### config.mk
export PLATFORM = sky130hd
export DESIGN_NAME = serial_adder
export DESIGN_NICKNAME = d
export VERILOG_FILES = /design/src/rtl/serial_adder_pkg.sv /design/src/rtl/serial_adder_full_adder_cell.sv /design/src/rtl/serial_adder.sv
export SDC_FILE = /design/constraint.sdc
export NUM_CORES = 1
export LEC_CHECK = 0
export BUFFER_PORTS_ARGS = -buffer_cell sky130_fd_sc_hd__buf_4
export CAP_MARGIN = 20
export CORE_ASPECT_RATIO = 1.75
export CORE_MARGIN = 2
export CORE_UTILIZATION = 45
export CTS_CLUSTER_DIAMETER = 30
export DETAILED_ROUTE_END_ITERATION = 8
export PLACE_DENSITY_LB_ADDON = 0.2
export SYNTH_ARGS = -nofsm -noshare
export SYNTH_HDL_FRONTEND = slang
export SYNTH_HIERARCHICAL = 1
export SYNTH_SLANG_ARGS = --single-unit
### constraint.sdc
create_clock -name clk -period 2.1 [get_ports clk]
set_clock_uncertainty 0.05 [all_clocks]
set_input_delay 0 -clock clk [delete_from_list [all_inputs] [get_ports clk]]
set_output_delay 0 -clock clk [all_outputs]
set_load 0.03 [all_outputs]
### src/rtl/serial_adder_pkg.sv
// Shared types for the bit-serial adder: FSM state encoding and counter sizing.
// Latency: n/a (package only).
// Backpressure: n/a (package only).
package serial_adder_pkg;

  // Two-bit state encoding; the fourth code is unused and recovers to idle.
  typedef enum logic [1:0] {
    ST_IDLE = 2'd0,
    ST_RUN  = 2'd1,
    ST_DONE = 2'd2
  } state_t;

  // Bit counter only has to reach WIDTH-1, so $clog2(WIDTH) bits suffice.
  function automatic int cnt_width(input int width);
    return (width > 1) ? $clog2(width) : 1;
  endfunction

endpackage

### src/rtl/serial_adder_full_adder_cell.sv
// One-bit combinational full adder: the single arithmetic cell of the serial adder.
// Latency: 0 cycles (purely combinational).
// Backpressure: none; outputs follow inputs.
//
// Ports:
//   a, b, cin  - operand bits and carry-in
//   sum, cout  - sum bit and carry-out
module full_adder_cell (
  input  logic a,
  input  logic b,
  input  logic cin,
  output logic sum,
  output logic cout
);

  logic half_sum;

  assign half_sum = a ^ b;
  assign sum      = half_sum ^ cin;
  assign cout     = (a & b) | (cin & half_sum);

endmodule

### src/rtl/serial_adder.sv
// Bit-serial WIDTH-bit adder: one full-adder cell, LSB first, registered carry between bits.
// Latency: WIDTH+1 clock edges from accepted start to the done pulse.
// Backpressure: start is only honoured in IDLE or DONE; a start during RUN is dropped.
//
// Ports:
//   clk, rst        - clock, asynchronous active-high reset
//   start           - request; a, b, cin captured when accepted
//   busy            - high while bits are being processed
//   done            - one-cycle pulse, sum/cout (and ovf) valid from here on
//   sum, cout       - {cout, sum} = a + b + cin, held until the next accepted start
//   ovf             - signed overflow, only when SERIAL_ADDER_OVF_EN is defined
// WIDTH legal range is 2..32.
module serial_adder
  import serial_adder_pkg::*;
#(
  parameter int WIDTH = 8
) (
  input  logic             clk,
  input  logic             rst,
  input  logic             start,
  input  logic [WIDTH-1:0] a,
  input  logic [WIDTH-1:0] b,
  input  logic             cin,
  output logic             busy,
  output logic             done,
  output logic [WIDTH-1:0] sum,
  output logic             cout
`ifdef SERIAL_ADDER_OVF_EN
  ,
  output logic             ovf
`endif
);

  localparam int               CNT_W    = cnt_width(WIDTH);
  localparam logic [CNT_W-1:0] LAST_BIT = CNT_W'(WIDTH - 1);

  state_t           state;
  state_t           state_nxt;
  logic             accept;
  logic             last_bit;

  logic [WIDTH-1:0] op_a;
  logic [WIDTH-1:0] op_b;
  logic [CNT_W-1:0] bit_cnt;
  logic             carry;
  logic             cell_sum;
  logic             cell_cout;

  full_adder_cell u_cell (
    .a    (op_a[0]),
    .b    (op_b[0]),
    .cin  (carry),
    .sum  (cell_sum),
    .cout (cell_cout)
  );

  assign last_bit = (bit_cnt == LAST_BIT);
  assign busy     = (state == ST_RUN);
  assign done     = (state == ST_DONE);

  always_ff @(posedge clk or posedge rst) begin
    if (rst) begin
      state <= ST_IDLE;
    end else begin
      state <= state_nxt;
    end
  end

  always_comb begin
    state_nxt = state;
    accept    = 1'b0;
    case (state)
      ST_IDLE: begin
        if (start) begin
          accept    = 1'b1;
          state_nxt = ST_RUN;
        end
      end
      ST_RUN: begin
        if (last_bit) begin
          state_nxt = ST_DONE;
        end
      end
      ST_DONE: begin
        // Back-to-back start is taken here so there is no idle gap.
        if (start) begin
          accept    = 1'b1;
          state_nxt = ST_RUN;
        end else begin
          state_nxt = ST_IDLE;
        end
      end
      default: begin
        state_nxt = ST_IDLE;
      end
    endcase
  end

  always_ff @(posedge clk or posedge rst) begin
    if (rst) begin
      op_a    <= '0;
      op_b    <= '0;
      bit_cnt <= '0;
      carry   <= 1'b0;
      sum     <= '0;
      cout    <= 1'b0;
    end else if (accept) begin
      op_a    <= a;
      op_b    <= b;
      carry   <= cin;
      bit_cnt <= '0;
      sum     <= '0;
      cout    <= 1'b0;
    end else if (state == ST_RUN) begin
      // Result bits enter at the MSB; after WIDTH shifts bit 0 sits at sum[0].
      sum   <= {cell_sum, sum[WIDTH-1:1]};
      carry <= cell_cout;
      op_a  <= op_a >> 1;
      op_b  <= op_b >> 1;
      if (last_bit) begin
        cout <= cell_cout;
      end else begin
        // Counter parks at WIDTH-1 instead of wrapping.
        bit_cnt <= bit_cnt + CNT_W'(1);
      end
    end
  end

`ifdef SERIAL_ADDER_OVF_EN
  // During the last bit the carry flop holds the carry into the MSB;
  // signed overflow is that carry differing from the carry out.
  always_ff @(posedge clk or posedge rst) begin
    if (rst) begin
      ovf <= 1'b0;
    end else if (accept) begin
      ovf <= 1'b0;
    end else if ((state == ST_RUN) && last_bit) begin
      ovf <= carry ^ cell_cout;
    end
  end
`endif

endmodule

# [Word-level counts from Yosys, hierarchy flattened]
# Index checks and enable logic that the tools add are counted.
[totals] regBits=31 rom_bits=0 wordCells=46 memories=0 latchBits=0 ramBits=0 inputBits=20
[op_classes] n_addsub=1 magnitude_cmp=0 n_mul=0 n_shift=0 eq_ne=6 n_reduce_logical=7 mux=20 div=0 bitwise_logic=5
[op_table] op="8-bit 2-to-1 mux" count=6
[op_table] op="3-bit 2-to-1 mux" count=3
[op_table] op="1-bit 2-to-1 mux" count=8
[op_table] op="2-bit case mux with 3 select lines" count=1
[op_table] op="2-bit AND reduction" count=3
[op_table] op="2-bit 2-to-1 mux" count=2
[op_table] op="2-bit inequality test, second input constant" count=2
[op_table] op="2-bit nonzero test" count=2
[op_table] op="3-bit by 1-bit adder with 3-bit output, second input constant" count=1
[op_table] op="3-bit equality test, second input constant" count=1
[op_table] op="1-bit bitwise AND" count=2
[op_table] op="2-bit by 1-bit equality test with 1-bit output, second input constant" count=1
[op_table] op="2-bit equality test, second input constant" count=1
[op_table] op="2-bit zero test" count=1
[op_table] op="2-bit by 1-bit inequality test with 1-bit output, second input constant" count=1
[op_table] op="2-bit OR reduction" count=1
[op_table] op="1-bit XOR" count=2
[op_table] op="1-bit bitwise OR" count=1

# [Depth between registers and ports, before layout]
[depth] depth_word=6 mapped_depth=5 mapped_depth_nobuf=5

# [Hierarchy]
# Netlist, hierarchy kept.
[by_module_without_submodules] mod="serial_adder" seq_area_each_um2=775.7 n_inst=1 area_each_um2=1413.9 cells_each=128
[by_module_without_submodules] mod="full_adder_cell" seq_area_each_um2=0.0 n_inst=1 area_each_um2=20.0 cells_each=1

# [Worst setup path after synthesis]
# Ideal clock, no wire load.
[synth_timing] path_type="reg2reg" startpoint="register bit_cnt[0]" endpoint="register bit_cnt[1]" slack_ns=0.456 path_stages_with_launch=6 arrival_ns=1.473 period_less_slack_ns=1.644 setup_ns=0.121 required_ns=1.929 path_cell_list="dfrtp_1 -> ha_1 -> ha_1 -> or2_4 -> mux2_4 -> a22o_1"
[synth_via] elab_chain_len=4 word_cells_on_any_way=7
[synth_lines] item="start, declared" line="serial_adder.sv:44" rtl="logic [CNT_W-1:0] bit_cnt;"
[synth_lines] item="start signal, assigned" line="serial_adder.sv:124" rtl="bit_cnt <= bit_cnt + CNT_W'(1);"
[synth_lines] item="3-bit by 1-bit adder with 3-bit output" line="serial_adder.sv:124"
[synth_lines] item="3-bit 2-to-1 mux" line="serial_adder.sv:120" rtl="if (last_bit) begin"
[synth_lines] item="3-bit 2-to-1 mux" line="serial_adder.sv:114" rtl="end else if (state == ST_RUN) begin"
[synth_lines] item="3-bit 2-to-1 mux" line="serial_adder.sv:107" rtl="end else if (accept) begin"
# Several ways; a longest one is shown, not always the timed one. The select of a mux whose other input is x is not followed.
# A chain may end at the register's enable or synchronous reset.

# [Worst setup path after layout]
[layout_timing] startpoint="register state[0]" endpoint="register sum[0]"
[layout_via] elab_chain_len=4 word_cells_on_any_way=7
[layout_lines] item="start, declared" line="serial_adder.sv:37" rtl="state_t state;"
[layout_lines] item="start signal, assigned" line="serial_adder.sv:65" rtl="state <= state_nxt;"
[layout_lines] item="2-bit equality test / 2-bit zero test (equally long branches)" line="serial_adder.sv:72" rtl="case (state)"
[layout_lines] item="2-bit OR reduction (no source line)"
[layout_lines] item="1-bit 2-to-1 mux"
[layout_lines] item="8-bit 2-to-1 mux / 2-bit nonzero test (equally long branches)"
[layout_lines] item="end signal, assigned" line="serial_adder.sv:116" rtl="sum <= {cell_sum, sum[WIDTH-1:1]};"
[layout_lines] item="end, declared" line="serial_adder.sv:26" rtl="output logic [WIDTH-1:0] sum,"
# Several ways; a longest one is shown, not always the timed one.

==> results.md <==
* Initial antenna violation count at 0
* Count of input and output buffers at 30
* Final hold viol count at 0
* Min Tclk post-route at 1.75 ns
* Clock latency on the worst-skew pair at 0.28 ns
* Commonest non-fill, non-tap cell in the layout: buf_4
* Reg2Reg Capture Point: sum[0]
* Total Neg Setup Slack at 0 ns
* Worst r2r path cells at 3
* Endpoint, Worst Hold: op_b[1]
* Max Used Layer: met4
* Sw power at 1.03 mW
* Critical path class: register to register
* Inserted Diodes at 0
* Combinational share of power at 44.4%
* First-pass GRT wire length at 5.34 mm
* Ports at 31
* Num rows at 27
* CP Data Arrival Time at 1.92 ns
* Met1 WL at 1.24 mm
* Peak VDD IR at 1.01 mV
* Root Driver: clkbuf_8
* CP peak stage delay at 0.58 ns
* Final wirelength at 3.13 mm
* Vias at 1153
* Initial Util at 46.1%
* Avg Synthesized Cell Area at 11.1 µm²
* Post-Syn Nets at 152
* Post-placement cell count at 199
* Synth warn at 6
* CP max FO at 15
* Total internal power at 1.80 mW
* Crit path buffers/inverters at 0
* Metal3 WL at 138 µm
* CTS Buf Count at 5
* Netlist Area Pre-Place at 1430 µm²
* Overall die width at 46.7 µm
* CTS tree: done
* Finished Cell Area at 1990 µm²
* Vias per cell at 5.12
* # setup viols final at 0
* DR WL/cell at 13.9 µm
* Pins over their slew limit at 0
* Family with the most delay on the worst path: compound AO/OA/AOI/OAI gates
* Hold path startpoint: start
* Sequential share of the synthesized area at 54.1%
* Die area at 3670 µm²
* Synth cell types at 24
* RePlAce Congestion at 0.696
* Largest net degree at the start of global routing at 32
* CP required at 2.27 ns
* Commonest non-fill, non-tap cells in the layout: buf_4, dfrtp_1, dlygate4sd3_1
* Power Density at 1420 nW/µm²
* HPWL Detailed at 2.03 mm
* Sequential power share at 37.4%
* R2r setup slk at 0.35 ns
* Critical path, cell by cell: nor2_1 -> a21o_1 -> a22o_1
* Dpl cell area at 1710 µm²
* Synthesized instance count at 129
* Worst-path clk slew at 0.06 ns
* Crit. Startpoint: state[0]
* Clk buf depth at 2
* Slew HR at 51.7%
* Hold depth at 3
* Filler instances at 269
* GRT Total Usage at 20.2%
* Clock share of power at 18.3%
* Initial DRC Count at 23
* Vias in the first global route at 1205
* Drt pass-1 iters at 4
* Met2 wire length at 1.68 mm
* CP Launch Type: register
* Worst slew pin tran at 0.722 ns
* Final hold slack at 0.0347 ns
* Proportion of layout cells with a drive suffix above 1 at 28.0%
* Leakage Power at 0.962 nW
* Core area at 3110 µm²
* Grt total ovfl at 0
* Routed Antenna Nets at 0
* Maxcap violations at 0
* H-tree levels at 2
* Hold WC Path Type: input port to register
* Critical path's slowest cell: nor2_1
* Drc violations at 0
* Final Cycle Share at 83.3%
* Synth-to-layout area growth at 39.0%
* Chip Height at 78.7 µm
* Status: completed
* Sw Share at 36.5%
* Unrepaired setup endpoints after global routing: false
* Final #Nets at 204
* Seq cells post-synth at 31
* Number of clock sinks at 31
* Crit path capture type: register
* Highest clock rate at 0.572 GHz
* Final Non-Filler Cells at 225
* Reg-to-Reg Start: state[0]
power by group through the flow:
stage               combinational [mW]  sequential [mW]  clock, mW
detailed placement                1.24             1.07          0
CTS                               1.27             1.06      0.531
floorplan                        0.789             1.16          0
global route                      1.40             1.09      0.555
finish                            1.26             1.06      0.517
global placement                  1.20             1.06          0
synth_stat cells (all sizes together):
cell | n | share of area (%)
dfrtp | 31 | 54
a21oi | 16 | 5.6
inv | 16 | 4.2
o22ai | 13 | 5.7
a22o | 11 | 6.7
mux2 | 8 | 6.5
buf | 6 | 2.1
mux2i | 4 | 2.8
nor2b | 4 | 1.7
a211oi | 3 | 1.6
nand2b | 3 | 1.3
clkbuf | 2 | 0.52
ha | 2 | 1.7
a21o | 1 | 0.52
and2 | 1 | 0.44
fa | 1 | 1.4
nand2 | 1 | 0.26
nand3 | 1 | 0.35
nor2 | 1 | 0.26
o21ai | 1 | 0.35
o2bb2ai | 1 | 0.61
or2 | 1 | 0.61
xnor2 | 1 | 0.61
cell type report:
cell class / instances / area (µm²) / area share, %
flip-flops and latches: 31 / 776 / 38.9
multi-input cells: 74 / 561 / 28.1
repair buffers: 53 / 443 / 22.2
clock buffers: 8 / 100 / 5.02
inverters: 16 / 60.1 / 3.01
well taps: 43 / 53.8 / 2.70
repair_timing:
action	4_1_cts	5_1_grt
setup buffers	0	0
gates resized for setup	0	0
endpoints found under the setup margin	0	0
hold buffers	18	0
hold endpoints to repair	48	0
metrics by stage:
step                setup WS, ns  total power, mW  utilization (%)
floorplan                  0.456             1.95                -
global placement           0.414             2.26             55.1
detailed placement         0.356             2.31             55.1
CTS                        0.337             2.86             64.1
global route               0.171             3.05             64.1
finish                     0.351             2.83             64.1
tightest hold or removal path, stage by stage:
cell and delay [ns]:
buf_4 0.14, a211oi_1 0.08, a21oi_1 0.11
kinds of logic (layout without fill, tap and decap cells):
logic type               count (synthesis)  count (layout)  share of synthesized area [%]
AO/OA/AOI/OAI                           46              46                           21.0
XOR/XNOR                                 1               1                          0.611
adder cells (fa/ha/maj)                  3               3                           3.14
buffers and inverters                   24              77                           6.81
flip-flops                              31              31                           54.1
multiplexers                            12              12                           9.34
AND/OR/NAND/NOR                         12              12                           4.97
registers in the layout (all words and copies together), names as in the netlist:
register	count
state	2
carry	1
bit_cnt	3
op_a	8
sum	8
op_b	8
cout	1
how the worst max path moves through the flow:
stage / slack [ns] / to / cells past startpoint
floorplan: 0.46 / bit_cnt[1] / 5
global placement: 0.41 / sum[0] / 3
detailed placement: 0.36 / sum[1] / 3
CTS: 0.34 / sum[0] / 3
global route: 0.17 / op_a[0] / 3
finish: 0.35 / sum[0] / 3
routing by layer:
layer | GRT usage (%) | vias up
met4 | 8.33 | 0
met3 | 5.52 | 7
met2 | 34.6 | 28
met1 | 22.5 | 561
met5 | 0 | -
li1 | - | 557
Power figures use the tool's default switching activity.
